## src/rtl/alu.sv

```systemverilog
// 16-bit registered ALU for the CR16-style datapath: one operation per clock,
// with status flags that hold between operations for conditional branches.
module alu #(
  parameter int WIDTH = 16
) (
  input  logic             clk,
  input  logic             reset,
  input  logic [WIDTH-1:0] A,
  input  logic [WIDTH-1:0] B,
  input  logic [7:0]       Opcode,
  output logic [WIDTH-1:0] C,
  output logic             Carry,
  output logic             Flag,
  output logic             Low,
  output logic             Negative,
  output logic             Zero
);

  typedef enum logic [7:0] {
    OP_AND  = 8'h01,
    OP_OR   = 8'h02,
    OP_XOR  = 8'h03,
    OP_ADD  = 8'h05,
    OP_ADDU = 8'h06,
    OP_ADDC = 8'h07,
    OP_SUB  = 8'h09,
    OP_SUBC = 8'h0A,
    OP_CMP  = 8'h0B,
    OP_MOV  = 8'h0D,
    OP_MUL  = 8'h0E,
    OP_LSH  = 8'h84,
    OP_ASHU = 8'h86
  } op_t;

  op_t              op;
  logic             cin;
  logic [WIDTH:0]   sum;
  logic [WIDTH:0]   diff;
  logic [WIDTH-1:0] prod;
  logic [4:0]       amt;
  logic [4:0]       negamt;
  logic [3:0]       mag;
  logic [WIDTH-1:0] shl;
  logic [WIDTH-1:0] shr;
  logic [WIDTH-1:0] sar;
  logic             add_ovf;
  logic             sub_ovf;

  logic [WIDTH-1:0] c_n;
  logic             carry_n, flag_n, low_n, neg_n, zero_n;

  assign op   = op_t'(Opcode);
  assign cin  = ((op == OP_ADDC) || (op == OP_SUBC)) ? Carry : 1'b0;
  assign sum  = {1'b0, A} + {1'b0, B} + {{WIDTH{1'b0}}, cin};
  assign diff = {1'b0, A} - {1'b0, B} - {{WIDTH{1'b0}}, cin};
  assign prod = A * B;

  assign add_ovf = (A[WIDTH-1] == B[WIDTH-1]) && (sum[WIDTH-1]  != A[WIDTH-1]);
  assign sub_ovf = (A[WIDTH-1] != B[WIDTH-1]) && (diff[WIDTH-1] != A[WIDTH-1]);

  // Right-shift magnitude is the negated 5-bit amount; -16 negates to 16 and saturates to 15.
  assign amt    = B[4:0];
  assign negamt = 5'd0 - amt;
  assign mag    = negamt[4] ? 4'd15 : negamt[3:0];
  assign shl    = A << amt[3:0];
  assign shr    = A >> mag;
  assign sar    = $unsigned($signed(A) >>> mag);

  always_comb begin
    c_n     = '0;
    carry_n = Carry;
    flag_n  = Flag;
    low_n   = Low;
    neg_n   = Negative;
    zero_n  = Zero;
    case (op)
      OP_AND:  c_n = A & B;
      OP_OR:   c_n = A | B;
      OP_XOR:  c_n = A ^ B;
      OP_ADD, OP_ADDC: begin
        c_n     = sum[WIDTH-1:0];
        carry_n = sum[WIDTH];
        flag_n  = add_ovf;
      end
      OP_ADDU: begin
        c_n     = sum[WIDTH-1:0];
        carry_n = sum[WIDTH];
      end
      OP_SUB, OP_SUBC: begin
        c_n     = diff[WIDTH-1:0];
        carry_n = diff[WIDTH];
        flag_n  = sub_ovf;
      end
      OP_CMP: begin
        c_n    = diff[WIDTH-1:0];
        zero_n = (A == B);
        low_n  = (A < B);
        neg_n  = ($signed(A) < $signed(B));
      end
      OP_MOV:  c_n = B;
      OP_MUL:  c_n = prod;
      OP_LSH:  c_n = amt[4] ? shr : shl;
      OP_ASHU: c_n = amt[4] ? sar : shl;
      default: c_n = '0;
    endcase
  end

  always_ff @(posedge clk or posedge reset) begin
    if (reset) begin
      C        <= '0;
      Carry    <= 1'b0;
      Flag     <= 1'b0;
      Low      <= 1'b0;
      Negative <= 1'b0;
      Zero     <= 1'b0;
    end else begin
      C        <= c_n;
      Carry    <= carry_n;
      Flag     <= flag_n;
      Low      <= low_n;
      Negative <= neg_n;
      Zero     <= zero_n;
    end
  end

endmodule

```

## config.mk

```make
export PLATFORM = sky130hd
export DESIGN_NAME = alu
export DESIGN_NICKNAME = d
export VERILOG_FILES = /design/src/rtl/alu.sv
export SDC_FILE = /design/constraint.sdc
export NUM_CORES = 1
export LEC_CHECK = 0
export BUFFER_PORTS_ARGS = -buffer_cell sky130_fd_sc_hd__buf_2
export CORE_MARGIN = 4
export CORE_UTILIZATION = 45
export DETAILED_ROUTE_END_ITERATION = 7
export PLACE_DENSITY_LB_ADDON = 0.12
export SYNTH_ARGS = -nofsm -noshare
export SYNTH_HDL_FRONTEND = slang
export SYNTH_SLANG_ARGS = --single-unit
```

## constraint.sdc

```tcl
create_clock -name clk -period 3.34 [get_ports clk]
set_input_delay 1.002 -clock clk [delete_from_list [all_inputs] [get_ports clk]]
set_output_delay 1.002 -clock clk [all_outputs]
set_load 0.01 [all_outputs]
```

# Yosys cells after proc, flatten, opt, wreduce, memory -nomap -nowiden
# Cells that the tools add are included.
# totals
regBits	21
input_bits	42
elab_cells	54
# classes
n_addsub	5
n_mul	1
magnitude_cmp	2
eq_ne	18
shifts	3
muxes	7
n_bitwise	3
n_reduce_logical	9
# op_table
cell	n
16-bit one-hot mux with 9 select lines	1
8-bit by 4-bit == test with 1-bit output, second input constant	5
16-bit less-than comparator	2
16-bit 2-to-1 mux	2
8-bit by 3-bit == test with 1-bit output, second input constant	3
16-bit by 16-bit adder with 17-bit output	1
17-bit by 1-bit adder with 17-bit output	1
16-bit by 16-bit subtractor with 17-bit output	1
17-bit by 1-bit subtractor with 17-bit output	1
16-bit AND	1
16-bit == test	1
8-bit by 2-bit == test with 1-bit output, second input constant	2
8-bit == test, second input constant	2
16-bit by 16-bit multiplier with 16-bit output	1
16-bit OR	1
16-bit by 4-bit left shift with 16-bit output	1
16-bit by 4-bit >> shifter with 16-bit output	1
16-bit by 4-bit >>> shifter with 16-bit output	1
16-bit XOR	1
8-bit by 1-bit == test with 1-bit output, second input constant	1
3-bit OR reduction	2
1-bit by 5-bit subtractor with 5-bit output, first input constant	1
4-bit 2-to-1 mux	1
1-bit one-hot mux with 2 select lines	2
other kinds (7)	12

# Logic depth before layout (Yosys ltp)
# Gate-level depths: netlist of the first run.
# logic_depth
word_depth	7
depth_mapped	25
ltp_nobuf	23

# Least setup slack after synthesis of the first run
# No wires, ideal clock.
# synth_timing
path_type	input to register
startpoint	input port B[2]
endpoint	register C[14]
setup_ps	88
arrival_ps	6222
required_ps	3252
setup_slack_ps	-2970
cell_stages	25
cell_sequence	clkbuf_1 inv_1 buf_1 buf_1 nor2_1 fa_1 inv_1 fa_1 inv_1 fa_1 inv_1 fa_1 inv_1 fa_1 inv_1 fa_1 inv_1 ha_1 and3_1 a21oi_1 o21ai_0 o41ai_1 xnor2_1 nand2_1 o211ai_1
# synth_between
elab_chain_cells	5
elab_cells_between_ends	13
# synth_lines
element	line_no	text
start: declaration	9	input logic [WIDTH-1:0] B,
branches (longest 4 deep; another with 16-bit by 16-bit multiplier with 16-bit output)	n/a	
16-bit one-hot mux with 9 select lines *	76	case (op)
via c_n[14]	49	logic [WIDTH-1:0] c_n;
end signal: assignment	117	C <= c_n;
end: declaration	11	output logic [WIDTH-1:0] C,
# Mark *: on every way through the listed nets, which the timed path passes.
# A chain may end at the register's enable or synchronous reset.

# Worst setup path in the final report of the first run
# layout_timing
startpoint	input port B[6]
endpoint	register C[14]
# layout_between
elab_chain_cells	3
elab_cells_between_ends	6
# layout_lines
element	line_no
branches (longest 2 deep; another with 16-bit by 16-bit multiplier with 16-bit output)	n/a
16-bit one-hot mux with 9 select lines *	76
via c_n[14]	49
# Marks and branches as above.

==> results of run 1 <==
-- per-layer routing --
layer / global-route usage [%] / part of all wire, %
met1: 49.0 / 43
met3: 4.20 / 7.9
met2: 55.1 / 44
met5: 0 / 0
met4: 12.9 / 5.2
-- state kept, by name, indices dropped and copies added, names as in the netlist --
signal,count
Low,1
Flag,1
Negative,1
Carry,1
C,16
Zero,1
-- power by group through the flow --
stage,logic [mW],registers (mW),clock network (mW)
2_1_floorplan,3.90,0.289,0
3_3_place_gp,6.24,0.281,0
3_5_place_dp,6.28,0.281,0
4_1_cts,7.60,0.277,0.262
5_1_grt,8.98,0.278,0.272
6_report,8.43,0.277,0.259
-- synthesized netlist by cell type, drive strengths merged, types with 4 or more instances --
master / instances
mux4: 14
a21o: 12
o22ai: 4
nor2b: 7
nand2: 139
a31oi: 7
inv: 177
nand2b: 13
o211ai: 9
ha: 131
o21a: 4
mux2: 14
o21ai: 55
a221oi: 13
nor3: 24
a222oi: 7
clkbuf: 46
xor2: 18
mux2i: 20
nor2: 126
a2111oi: 4
o2111ai: 6
a211o: 4
a221o: 4
a22oi: 4
a21oi: 67
dfrtp: 21
fa: 83
and3: 9
o41ai: 4
nor4: 4
a211oi: 11
or3: 4
nand3: 19
o31ai: 5
buf: 15
xnor2: 49
o21bai: 6
-- final cells by class --
cell class	count	area [um2]	area share (%)
tap	270	338	2.37
multi-input combinational	946	9140	64.2
clock buffer	3	75.1	0.527
inverter	180	764	5.37
sequential	21	526	3.69
timing repair buffer	417	3390	23.8
clock inverter	1	5.00	0.0352
-- what timing repair did --
action | CTS | global route
pin swaps | 91 | 71
resized for setup | 228 | 86
buffers inserted | 30 | 19
endpoints found under the setup margin | 18 | 19
gates cloned | 0 | 0
-- critical path: cells and delay by family --
kind	cells	cell delay, ns
compound gates	4	0.66
buf+inv	6	0.36
xor+xnor	1	0.15
fa+ha+maj	7	3.31
simple gates	3	0.29
-- cells by family (layout without fill, tap and decap cells) --
group	count (synthesis)	count (layout)	share of synthesized area, %
and+or+nand+nor	366	366	17.4
adders and majority gates	214	214	35.3
muxes	48	48	7.19
xor gates and xnor gates	67	67	6.35
DFF	21	21	5.61
buffers and inverters	241	601	9.84
AOI/OAI and AO/OA	251	251	18.4
-- final timing paths --
path                       cells past startpoint       end  slack [ns]
min in group asynchronous                      2      C[3]        0.88
max in group asynchronous                      2      C[1]        1.96
hold reg to reg                                2  Negative        0.48
setup / recovery                              21     C[14]       -2.31
setup reg to reg                              13     C[15]        0.07
hold / removal                                 2  Negative        0.48
-- per-stage QoR --
step / utilization (%) / area [um2]
after global placement: 61.3 / 12500
after floorplan: - / 9870
after CTS: 67.3 / 13700
after detailed placement: 61.3 / 12500
after global routing: 69.9 / 14200
final: 69.9 / 14200
==> flow_summary.rst, run 1 <==
.. list-table::
   :header-rows: 1

   * - Metric
     - Value
   * - Cell at the root of the clock tree
     - sky130_fd_sc_hd__clkbuf_16
   * - Post-synth ARST share
     - 100%
   * - Hold path startpoint
     - Negative
   * - Count of placed standard cells in the final layout, fillers left out
     - 1838
   * - Detail Route Antenna Nets
     - 0
   * - Worst Slack Setup Final
     - -2.31 ns
   * - Placement-stage worst setup slack
     - -2.85 ns
   * - Number of placement rows
     - 52
   * - Most common library cell in the layout ignoring fill and taps
     - sky130_fd_sc_hd__buf_4
   * - Biggest cell delay along the critical path
     - 0.55 ns
   * - Number of nets in the layout
     - 1825
   * - Overall power after layout
     - 8.97 mW
   * - TritonCTS Sinks
     - 21
   * - Wire length of the first global-routing pass
     - roughly 63000 um
   * - TritonCTS clock tree
     - built
   * - Count of hold-fix buffers inserted at cts
     - 0
   * - Combinational share of power
     - 94.0%
   * - Post-detailed-routing wire length
     - 41800 um
   * - Vias per inst
     - ~5.7
   * - Post-detailed-route DRC marker count
     - 0
   * - Power density cells
     - 630 mW/mm2
   * - Signed area change from the synthesized netlist to the final layout
     - 52.1%
   * - Maximum number of pins on one net before global-route repair
     - 30
   * - Placed Cells incl. Taps
     - ~1800
   * - H-Tree Depth
     - 1
   * - Weighted congestion reported at the end of routability-driven placement
     - 1.00
   * - Result of the run
     - complete, but fails checks
   * - Number of enable flip-flop cells after synthesis
     - 0
   * - Unrepaired setup endpoints after global routing
     - yes
   * - First DRT Iteration DRCs
     - 962
   * - Register clock-pin slew on the reported worst setup and hold paths
     - 0.06 ns
   * - Leak
     - 6.83 nW
   * - Register bit count reported by yosys
     - 21
   * - Sw power
     - ~4.4 mW
   * - Period Utilization, post-route
     - 169%
   * - Category of the worst setup path capture point
     - flip-flop
   * - Number of antenna repair diodes
     - 0
   * - Final hold viol count
     - 0
   * - Setup TNS
     - -25.67 ns
   * - Flip-flop cell with the highest count after synthesis
     - sky130_fd_sc_hd__dfrtp_1
   * - Effective utilization at floorplan
     - 46.0%
   * - Ratio of cells with drive above 1 in the final layout
     - about 43%
   * - Total vias in the final route
     - 10510
   * - Internal Power
     - 4.52 mW
   * - Cell types with the largest area share after synthesis
     - sky130_fd_sc_hd__fa_1, sky130_fd_sc_hd__ha_1, sky130_fd_sc_hd__inv_1
   * - GRT Util Overall
     - between 30% and 40%
   * - IO Pins
     - 63
   * - Total clock buffers created by CTS
     - 3
   * - R2R Path Start
     - Carry
   * - Cell type with the highest occurrence count on the critical path
     - sky130_fd_sc_hd__fa_1
   * - Slowest stage cell on the critical path
     - sky130_fd_sc_hd__fa_1
   * - Violated checks
     - negative setup slack
   * - Via count of the first global-routing pass
     - 10500
   * - Worst-case headroom to the max-slew limit
     - 45.0%
   * - Count of different cell masters after synthesis
     - 78
   * - Sequential group share of total power
     - 3.1%
   * - Antenna violations before repair
     - 0
   * - IO Port Bufs
     - 62
   * - Number of endpoints failing setup at the final stage
     - 18
   * - Clk buf depth
     - 2
   * - Core box area
     - 0.0204 mm2
   * - Most frequent cells in the layout
     - sky130_fd_sc_hd__buf_4, sky130_fd_sc_hd__inv_1, sky130_fd_sc_hd__nand2_1, sky130_fd_sc_hd__nor2_1, sky130_fd_sc_hd__ha_1
   * - FMAX
     - 177 MHz
   * - Critical-path maximum fanout
     - 6
   * - Biggest area consumer among synthesized cells
     - sky130_fd_sc_hd__fa_1
   * - Worst setup skew after layout
     - 0.000894 ns
   * - Synthesized netlist net count
     - 1464
   * - Yosys Warn Count
     - 0
   * - Share of Yosys cell area claimed by the top area cell type
     - 17.7%
   * - WL/cell
     - approximately 23 um
   * - Category of the worst setup path launch point
     - primary input
   * - Fin crit period
     - 5.65 ns
   * - Gate Count Post-Synth
     - approximately 1200
   * - Worst skew pair latency
     - 0.26 ns
   * - Arrival time of the worst setup path
     - just under 6 ns
   * - Worst EP required
     - 3.47 ns
   * - Netlist Area Pre-Place
     - 0.00936 mm2
   * - Clock share of power
     - 2.9%
   * - Source of the critical timing path
     - B[6]
   * - First drt pass iteration count
     - 6
   * - Horizontal die dimension
     - 152 um
   * - Switching Share
     - around 50%
   * - Height of the chip
     - between 150 and 200 um
   * - Detailed Place HPWL
     - 34000 um
   * - Final-report max-slew violation count
     - 0
   * - Seq/Total Area, Yosys
     - 5.61%
   * - Gr ovfl total
     - 0
   * - MaxCap Viol Count
     - 0
   * - Transition time at the pin with the least slew margin
     - 0.820 ns
   * - Class of the worst hold path
     - reg -> reg
   * - Die Footprint
     - ~0.023 mm2
   * - Filler Cell Count
     - 1639
   * - Worst hold slack across all endpoints
     - 0.476 ns
   * - Class of the most critical setup path
     - in -> reg
   * - Peak supply drop
     - 0.746 mV
   * - Mean instance size in the synthesized netlist
     - around 7.7 um2
   * - Critical Path, Cell by Cell
     - buf_12 > clkinv_8 > nor2_4 > fa_1 > inv_2 > fa_1 > fa_1 > fa_1 > inv_1 > fa_1 > inv_2 > fa_1 > inv_2 > ha_4 > and3_4 > a21oi_4 > o21ai_4 > o41ai_4 > xnor2_2 > nand2_1 > o211ai_1
(Power assumes the default switching activity.)
==> inputs of run 2 (changes only) <==
==> constraint.sdc (replaced) <==
create_clock -name clk -period 3.34 [get_ports clk]
set_input_delay 0.334 -clock clk [delete_from_list [all_inputs] [get_ports clk]]
set_output_delay 0.334 -clock clk [all_outputs]
set_load 0.005 [all_outputs]
==> run 2 against run 1 <==
The run still ends with negative setup slack left. Critical endpoint is now C[13]. First-iteration DRC count up 20%. Worst hold slack worse by 0.22 ns. Worst setup slack better by 0.73 ns.
==> flow_summary.rst, run 2 (synthesis results as in run 1) <==
.. list-table::
   :header-rows: 1

   * - Metric
     - Value
   * - Unrepaired setup endpoints after global routing
     - yes (unchanged)
   * - First DRT Iteration DRCs
     - 1151 (was 962)
   * - Instance area at placement
     - 0.0119 mm2 (was 0.0125 mm2)
   * - TritonCTS Sinks
     - 21 (unchanged)
   * - Source of the critical timing path
     - B[6] (unchanged)
   * - Worst EP required
     - 3.46 ns (was 3.47 ns)
   * - Post-detailed-routing wire length
     - 40300 um (was 41800 um)
   * - Register name with the most flops
     - C (unchanged)
   * - First drt pass iteration count
     - 5 (was 6)
   * - Die Footprint
     - 0.0232 mm2 (unchanged)
   * - Post-detailed-route DRC marker count
     - 0 (unchanged)
   * - Internal Power
     - 4.22 mW (was 4.52 mW)
   * - H-Tree Depth
     - 1 (unchanged)
   * - Worst Slack Setup Final
     - -1.57 ns (was -2.31 ns)
   * - Most frequent cells in the layout
     - sky130_fd_sc_hd__buf_4, sky130_fd_sc_hd__inv_1, sky130_fd_sc_hd__nand2_1, sky130_fd_sc_hd__nor2_1, sky130_fd_sc_hd__ha_1 (unchanged)
   * - MaxCap Viol Count
     - 0 (unchanged)
   * - Worst setup skew after layout
     - 0.00237 ns (was 0.000894 ns)
   * - Final core utilization
     - 65.8% (was 69.9%)
   * - Placement-stage worst setup slack
     - -2.00 ns (was -2.85 ns)
   * - Via count of the first global-routing pass
     - 10475 (was 10500)
   * - Horizontal die dimension
     - 152 um (unchanged)
   * - Weighted congestion reported at the end of routability-driven placement
     - 0.995 (was 1.00)
   * - Worst-case headroom to the max-slew limit
     - 40.7% (was 45.0%)
   * - Sw power
     - 3.89 mW (was 4.44 mW)
   * - R2R Path Start
     - Carry (unchanged)
   * - Max FFs per register
     - 16 (unchanged)
   * - Register clock-pin slew on the reported worst setup and hold paths
     - 0.06 ns (about the same)
   * - Antenna violations before repair
     - 0 (unchanged)
   * - Worst skew pair latency
     - 0.26 ns (about the same)
   * - Maximum number of pins on one net before global-route repair
     - 30 (unchanged)
   * - Height of the chip
     - 152 um (unchanged)
   * - Ratio of cells with drive above 1 in the final layout
     - 38.1% (was 42.9%)
   * - Class of the worst hold path
     - in -> async (was reg -> reg)
   * - Result of the run
     - complete, but fails checks (unchanged)
   * - Category of the worst setup path launch point
     - primary input (unchanged)
   * - Number of placement rows
     - 52 (unchanged)
   * - Clock share of power
     - 3.3% (was 2.9%)
   * - Category of the worst setup path capture point
     - flip-flop (unchanged)
   * - Final-report max-slew violation count
     - 0 (unchanged)
   * - WL/cell
     - 22.8 um (about the same)
   * - Final design area excluding fillers
     - 0.0134 mm2 (was 0.0142 mm2)
   * - Leak
     - 6.39 nW (was 6.83 nW)
   * - Cell at the root of the clock tree
     - sky130_fd_sc_hd__clkbuf_16 (unchanged)
   * - Effective utilization at floorplan
     - 46.0% (unchanged)
   * - Worst hold slack across all endpoints
     - 0.254 ns (was 0.476 ns)
   * - Gr ovfl total
     - 0 (unchanged)
   * - Clk buf depth
     - 2 (unchanged)
   * - Sequential group share of total power
     - 3.4% (was 3.1%)
   * - Total clock buffers created by CTS
     - 3 (unchanged)
   * - Fin crit period
     - 4.91 ns (was 5.65 ns)
   * - IO Pins
     - 63 (unchanged)
   * - Overall power after layout
     - 8.12 mW (was 8.97 mW)
   * - Most common library cell in the layout ignoring fill and taps
     - sky130_fd_sc_hd__buf_4 (unchanged)
   * - Detailed Place HPWL
     - 32500 um (was 34000 um)
   * - IO Port Bufs
     - 62 (unchanged)
   * - Total vias in the final route
     - 10316 (was 10510)
   * - Core box area
     - 0.0204 mm2 (unchanged)
   * - Combinational share of power
     - 93.2% (was 94.0%)
   * - Critical-path maximum fanout
     - 4 (was 6)
   * - TritonCTS clock tree
     - built (unchanged)
   * - Transition time at the pin with the least slew margin
     - 0.888 ns (was 0.820 ns)
   * - Period Utilization, post-route
     - 147% (was 169%)
   * - Vias per inst
     - 5.82 (was 5.72)
   * - Number of endpoints failing setup at the final stage
     - 14 (was 18)
   * - Number of antenna repair diodes
     - 0 (unchanged)
   * - Switching Share
     - 48.0% (was 49.6%)
   * - Signed area change from the synthesized netlist to the final layout
     - 43.2% (was 52.1%)
   * - Detail Route Antenna Nets
     - 0 (unchanged)
   * - Class of the most critical setup path
     - in -> reg (unchanged)
   * - GRT Util Overall
     - 34.1% (was 34.8%)
   * - Number of nets in the layout
     - 1759 (was 1825)
   * - Violated checks
     - negative setup slack (unchanged)
   * - Wire length of the first global-routing pass
     - 62100 um (was 63100 um)
   * - Power density cells
     - 606 mW/mm2 (was 630 mW/mm2)
   * - FMAX
     - 204 MHz (was 177 MHz)
   * - Final hold viol count
     - 0 (unchanged)
   * - Peak supply drop
     - 0.489 mV (was 0.746 mV)
   * - Arrival time of the worst setup path
     - 5.03 ns (was 5.78 ns)
-- run 2: through the flow --
stage / setup TNS [ns] / std cells
final: -13.81 / 1772
after global routing: -15.75 / 1772
after CTS: -13.36 / 1763
after detailed placement: -22.07 / 1716
after global placement: -21.26 / 1716
after floorplan: -13.69 / 1208
-- run 2: final cells by class --
type	instances	area, um2
Timing Repair Buffer	351	2850
Tap cell	270	338
Sequential cell	21	526
Inverter	180	742
Clock inverter	1	7.51
Fill cell	1748	6960
Clock buffer	3	75.1
Multi-Input combinational cell	946	8870
-- run 2: power groups by stage --
stage | sequential [mW] | clock, mW | combinational [mW]
after floorplan | 0.283 | 0 | 3.85
after global placement | 0.281 | 0 | 5.98
after detailed placement | 0.281 | 0 | 6.01
after CTS | 0.277 | 0.273 | 7.03
after global routing | 0.280 | 0.281 | 8.16
final | 0.278 | 0.270 | 7.57
-- run 2: path summary, 6_finish.rpt --
check,end,slack [ns],cells after the start
worst max-delay path,C[13],-1.57,20
worst min register to register,Low,0.48,2
worst min-delay path,C[0],0.25,2
worst max register to register,C[15],-0.05,13
min in group clk,Low,0.48,2
max in group asynchronous,C[13],2.54,2
-- run 2: repair_timing --
action,in CTS,in global routing
hold buffers,0,0
endpoints found under the setup margin,16,16
pin swaps,96,79
setup buffers,49,11
cloned,0,0
gates resized for setup,178,72
-- run 2: metal layers --
metal  vias to the layer above  share of wire, %  GRT usage, %  routed length [um]
li1                       4687                 -             -                   -
met1                      4952                42          48.3               17000
met2                       545                44          52.8               17600
met3                       132               8.6          3.83                3460
met4                         0               5.6          14.7                2240
met5                         -                 0             0                   0
-- run 2: critical path, stage by stage --
cell and delay [ns]:
sky130_fd_sc_hd__buf_12 0.12, sky130_fd_sc_hd__buf_6 0.12, sky130_fd_sc_hd__ha_4 0.15, sky130_fd_sc_hd__fa_1 0.51, sky130_fd_sc_hd__inv_2 0.04, sky130_fd_sc_hd__fa_1 0.49
sky130_fd_sc_hd__inv_2 0.04, sky130_fd_sc_hd__fa_1 0.52, sky130_fd_sc_hd__fa_1 0.44, sky130_fd_sc_hd__fa_1 0.53, sky130_fd_sc_hd__inv_2 0.04, sky130_fd_sc_hd__fa_1 0.51
sky130_fd_sc_hd__inv_2 0.05, sky130_fd_sc_hd__ha_4 0.30, sky130_fd_sc_hd__nand3_4 0.07, sky130_fd_sc_hd__a21oi_4 0.17, sky130_fd_sc_hd__nor3_4 0.06, sky130_fd_sc_hd__xnor2_2 0.15
sky130_fd_sc_hd__a221oi_2 0.28, sky130_fd_sc_hd__o21ai_1 0.09
==> inputs of run 3 (changes only) <==
--- a/config.mk
+++ b/config.mk
@@ -10,6 +10,8 @@
 export CORE_UTILIZATION = 45
 export DETAILED_ROUTE_END_ITERATION = 7
 export PLACE_DENSITY_LB_ADDON = 0.12
+export SKIP_CTS_REPAIR_TIMING = 1
+export SLEW_MARGIN = 25
 export SYNTH_ARGS = -nofsm -noshare
 export SYNTH_HDL_FRONTEND = slang
 export SYNTH_SLANG_ARGS = --single-unit
==> run 3 against run 2 <==
The flow still finishes with violations (negative setup slack). Combinational power is 4.4% lower. Utilization is 1.9 points lower. Wire length is 1.9% lower. Die area stayed put. Count of clock-buffer cells in the layout stayed put. Non-clock buffer count is 27 lower. Via count is 1.2% lower. Worst setup slack worse by 0.056 ns. Critical path depth stayed put. Largest cell class unchanged. Flip-flop and latch count stayed put. Global-route usage is 1.1 points lower.
==> flow_summary.rst, run 3 (synthesis results as in run 1) <==
.. list-table::
   :header-rows: 1

   * - Metric
     - Value
   * - End of the worst register-to-register path
     - C[15] (unchanged)
   * - Transition time at the pin with the least slew margin
     - 0.885 ns (was 0.888 ns)
   * - Post-detailed-route DRC marker count
     - 0 (unchanged)
   * - R2R Path Start
     - Carry (unchanged)
   * - Most frequent cells in the layout
     - sky130_fd_sc_hd__buf_4, sky130_fd_sc_hd__inv_1, sky130_fd_sc_hd__nand2_1, sky130_fd_sc_hd__nor2_1, sky130_fd_sc_hd__ha_1 (unchanged)
   * - IO Pins
     - 63 (unchanged)
   * - Worst setup skew after layout
     - 0.00397 ns (was 0.00237 ns)
   * - Number of nets in the layout
     - 1732 (was 1759)
   * - Top cell family by delay on the critical path
     - adder cells (unchanged)
   * - Worst EP required
     - 3.45 ns (was 3.46 ns)
   * - Weighted congestion reported at the end of routability-driven placement
     - 0.995 (unchanged)
   * - Class of the worst hold path
     - in -> async (unchanged)
   * - First drt pass iteration count
     - 5 (unchanged)
   * - Vias per inst
     - 5.84 (was 5.82)
   * - Worst Slack Setup Final
     - -1.63 ns (was -1.57 ns)
   * - Fin crit period
     - 4.97 ns (was 4.91 ns)
   * - Number of placement rows
     - 52 (unchanged)
   * - Gr ovfl total
     - 0 (unchanged)
   * - Cell at the root of the clock tree
     - sky130_fd_sc_hd__clkbuf_16 (unchanged)
   * - Register area
     - 526 um2 (unchanged)
   * - Final hold viol count
     - 0 (unchanged)
   * - H-Tree Depth
     - 1 (unchanged)
   * - TritonCTS clock tree
     - built (unchanged)
   * - Class of the most critical setup path
     - in -> reg (unchanged)
   * - Switching Share
     - 48.5% (was 48.0%)
   * - Combinational share of power
     - 93.0% (was 93.2%)
   * - Total vias in the final route
     - 10190 (was 10316)
   * - Cell type with the highest occurrence count on the critical path
     - sky130_fd_sc_hd__fa_1 (unchanged)
   * - Most common library cell in the layout ignoring fill and taps
     - sky130_fd_sc_hd__buf_4 (unchanged)
   * - Period Utilization, post-route
     - 149% (was 147%)
   * - Critical-path maximum fanout
     - 4 (unchanged)
   * - Placement-stage worst setup slack
     - -2.00 ns (unchanged)
   * - Total area of multi-input combinational cells
     - 0.00869 mm2 (was 0.00887 mm2)
   * - Peak supply drop
     - 0.522 mV (was 0.489 mV)
   * - Count of buffer and inverter cells on the critical path
     - 6 (unchanged)
   * - Maximum number of pins on one net before global-route repair
     - 30 (unchanged)
   * - Register clock-pin slew on the reported worst setup and hold paths
     - 0.07 ns (was 0.06 ns)
   * - Detailed Place HPWL
     - 32500 um (unchanged)
   * - Core box area
     - 0.0204 mm2 (unchanged)
   * - Clk buf depth
     - 2 (unchanged)
   * - IO Port Bufs
     - 62 (unchanged)
   * - Wire length of the first global-routing pass
     - 59800 um (was 62100 um)
   * - Detail Route Antenna Nets
     - 0 (unchanged)
   * - Filler Cell Count
     - 1802 (was 1748)
   * - Number of endpoints failing setup at the final stage
     - 13 (was 14)
   * - TritonCTS Sinks
     - 21 (unchanged)
   * - Arrival time of the worst setup path
     - 5.08 ns (was 5.03 ns)
   * - Violated checks
     - negative setup slack (unchanged)
   * - Slowest stage cell on the critical path
     - sky130_fd_sc_hd__fa_1 (unchanged)
   * - Final-report max-slew violation count
     - 0 (unchanged)
   * - Signed area change from the synthesized netlist to the final layout
     - 39.0% (was 43.2%)
   * - Via count of the first global-routing pass
     - 10028 (was 10475)
   * - Leak
     - 6.24 nW (was 6.39 nW)
   * - Setup slack on the worst flop-to-flop path
     - -0.08 ns (was -0.05 ns)
   * - Worst R2R Path Depth
     - 12 (was 13)
   * - WL/cell
     - 22.7 um (was 22.8 um)
   * - Antenna violations before repair
     - 0 (unchanged)
   * - Biggest cell delay along the critical path
     - 0.53 ns (about the same)
   * - FMAX
     - 201 MHz (was 204 MHz)
   * - Total clock buffers created by CTS
     - 3 (unchanged)
   * - MaxCap Viol Count
     - 0 (unchanged)
   * - Ratio of cells with drive above 1 in the final layout
     - 35.8% (was 38.1%)
   * - Die Footprint
     - 0.0232 mm2 (unchanged)
   * - Clock share of power
     - 3.5% (was 3.3%)
   * - Power density cells
     - 598 mW/mm2 (was 606 mW/mm2)
   * - Worst skew pair latency
     - 0.26 ns (about the same)
   * - Sw power
     - 3.78 mW (was 3.89 mW)
   * - Unrepaired setup endpoints after global routing
     - yes (unchanged)
   * - Horizontal die dimension
     - 152 um (unchanged)
   * - First DRT Iteration DRCs
     - 1151 (unchanged)
   * - Internal Power
     - 4.01 mW (was 4.22 mW)
   * - Result of the run
     - complete, but fails checks (unchanged)
   * - Worst-case headroom to the max-slew limit
     - 40.9% (was 40.7%)
   * - Category of the worst setup path launch point
     - primary input (unchanged)
   * - Number of antenna repair diodes
     - 0 (unchanged)
   * - Critical Path, Cell by Cell
     - buf_8 > buf_6 > ha_4 > fa_1 > inv_2 > fa_1 > inv_2 > fa_1 > fa_1 > fa_1 > inv_2 > fa_1 > inv_2 > ha_4 > nand3_2 > a21oi_4 > nor3_4 > xnor2_2 > a221oi_2 > o21ai_1 (was buf_12 > buf_6 > ha_4 > fa_1 > inv_2 > fa_1 > inv_2 > fa_1 > fa_1 > fa_1 > inv_2 > fa_1 > inv_2 > ha_4 > nand3_4 > a21oi_4 > nor3_4 > xnor2_2 > a221oi_2 > o21ai_1)
   * - Effective utilization at floorplan
     - 46.0% (unchanged)
   * - Category of the worst setup path capture point
     - flip-flop (unchanged)
   * - Final core utilization
     - 63.9% (was 65.8%)
   * - GRT Util Overall
     - 32.9% (was 34.1%)
   * - Max FFs per register
     - 16 (unchanged)
   * - Sequential group share of total power
     - 3.6% (was 3.4%)
   * - Post-detailed-routing wire length
     - 39600 um (was 40300 um)
   * - Register name with the most flops
     - C (unchanged)
   * - Height of the chip
     - 152 um (unchanged)
run 3: cell count changes in the layout (fill, tap and decap cells not counted), sizes merged:
cell / previous run / this run
buf: 351 / 323
clkbuf: 3 / 4
clkinvlp: 4 / 3
inv: 174 / 175
run 3: power by group through the flow:
| stage | clock, mW | sequential (mW) | combinational, mW |
|---|---|---|---|
| 2_1_floorplan | 0 | 0.283 | 3.85 |
| 3_3_place_gp | 0 | 0.281 | 5.98 |
| 3_5_place_dp | 0 | 0.281 | 6.01 |
| 4_1_cts | 0.273 | 0.277 | 6.06 |
| 5_1_grt | 0.281 | 0.279 | 7.81 |
| 6_report | 0.271 | 0.277 | 7.24 |
run 3: cell type report:
class                      count  share of cell area (%)
clock buffer                   3                   0.577
clock inverter                 1                  0.0577
inverter                     180                    5.71
multi-input combinational    946                    66.8
sequential                    21                    4.04
tap                          270                    2.60
timing repair buffer         324                    20.2
run 3: per-layer routing:
metal  GRT usage, %  part of all wire, %
met1           47.7                   43
met2           50.6                   44
met3           3.75                  8.6
met4           12.3                  4.1
met5              0                    0
run 3: worst reg2reg max path: stages (launching register included):
cell                       delay, ns
sky130_fd_sc_hd__dfrtp_1        0.40
sky130_fd_sc_hd__nand3_2        0.13
sky130_fd_sc_hd__inv_2          0.05
sky130_fd_sc_hd__fa_2           0.37
sky130_fd_sc_hd__buf_6          0.12
sky130_fd_sc_hd__a21o_1         0.18
sky130_fd_sc_hd__a221o_1        0.39
sky130_fd_sc_hd__o41ai_4        0.45
sky130_fd_sc_hd__o211ai_2       0.21
sky130_fd_sc_hd__a221oi_4       0.35
sky130_fd_sc_hd__xnor2_1        0.10
sky130_fd_sc_hd__a221o_1        0.40
sky130_fd_sc_hd__a21o_1         0.17
run 3: worst max path at each step:
stage	depth (start not counted)	start	end	slack, ns
6_report	20	B[6]	C[13]	-1.63
5_1_grt	19	A[9]	C[13]	-1.73
2_1_floorplan	22	B[4]	C[14]	-1.72
4_1_cts	20	B[5]	C[14]	-1.73
3_5_place_dp	20	B[5]	C[14]	-2.00
3_3_place_gp	20	B[6]	C[13]	-1.93
run 3: through the flow:
stage                     std cells  hold WS (ns)  total power [mW]  cell area (um2)  TNS [ns]
after floorplan                1208         0.311              4.14             9760    -13.69
after global placement         1716         0.457              6.26            11900    -21.26
after detailed placement       1716         0.467              6.29            11900    -22.07
after CTS                      1720         0.276              6.61            12000    -17.72
after global routing           1745         0.329              8.37            13000    -15.48
final                          1745         0.252              7.79            13000    -13.41
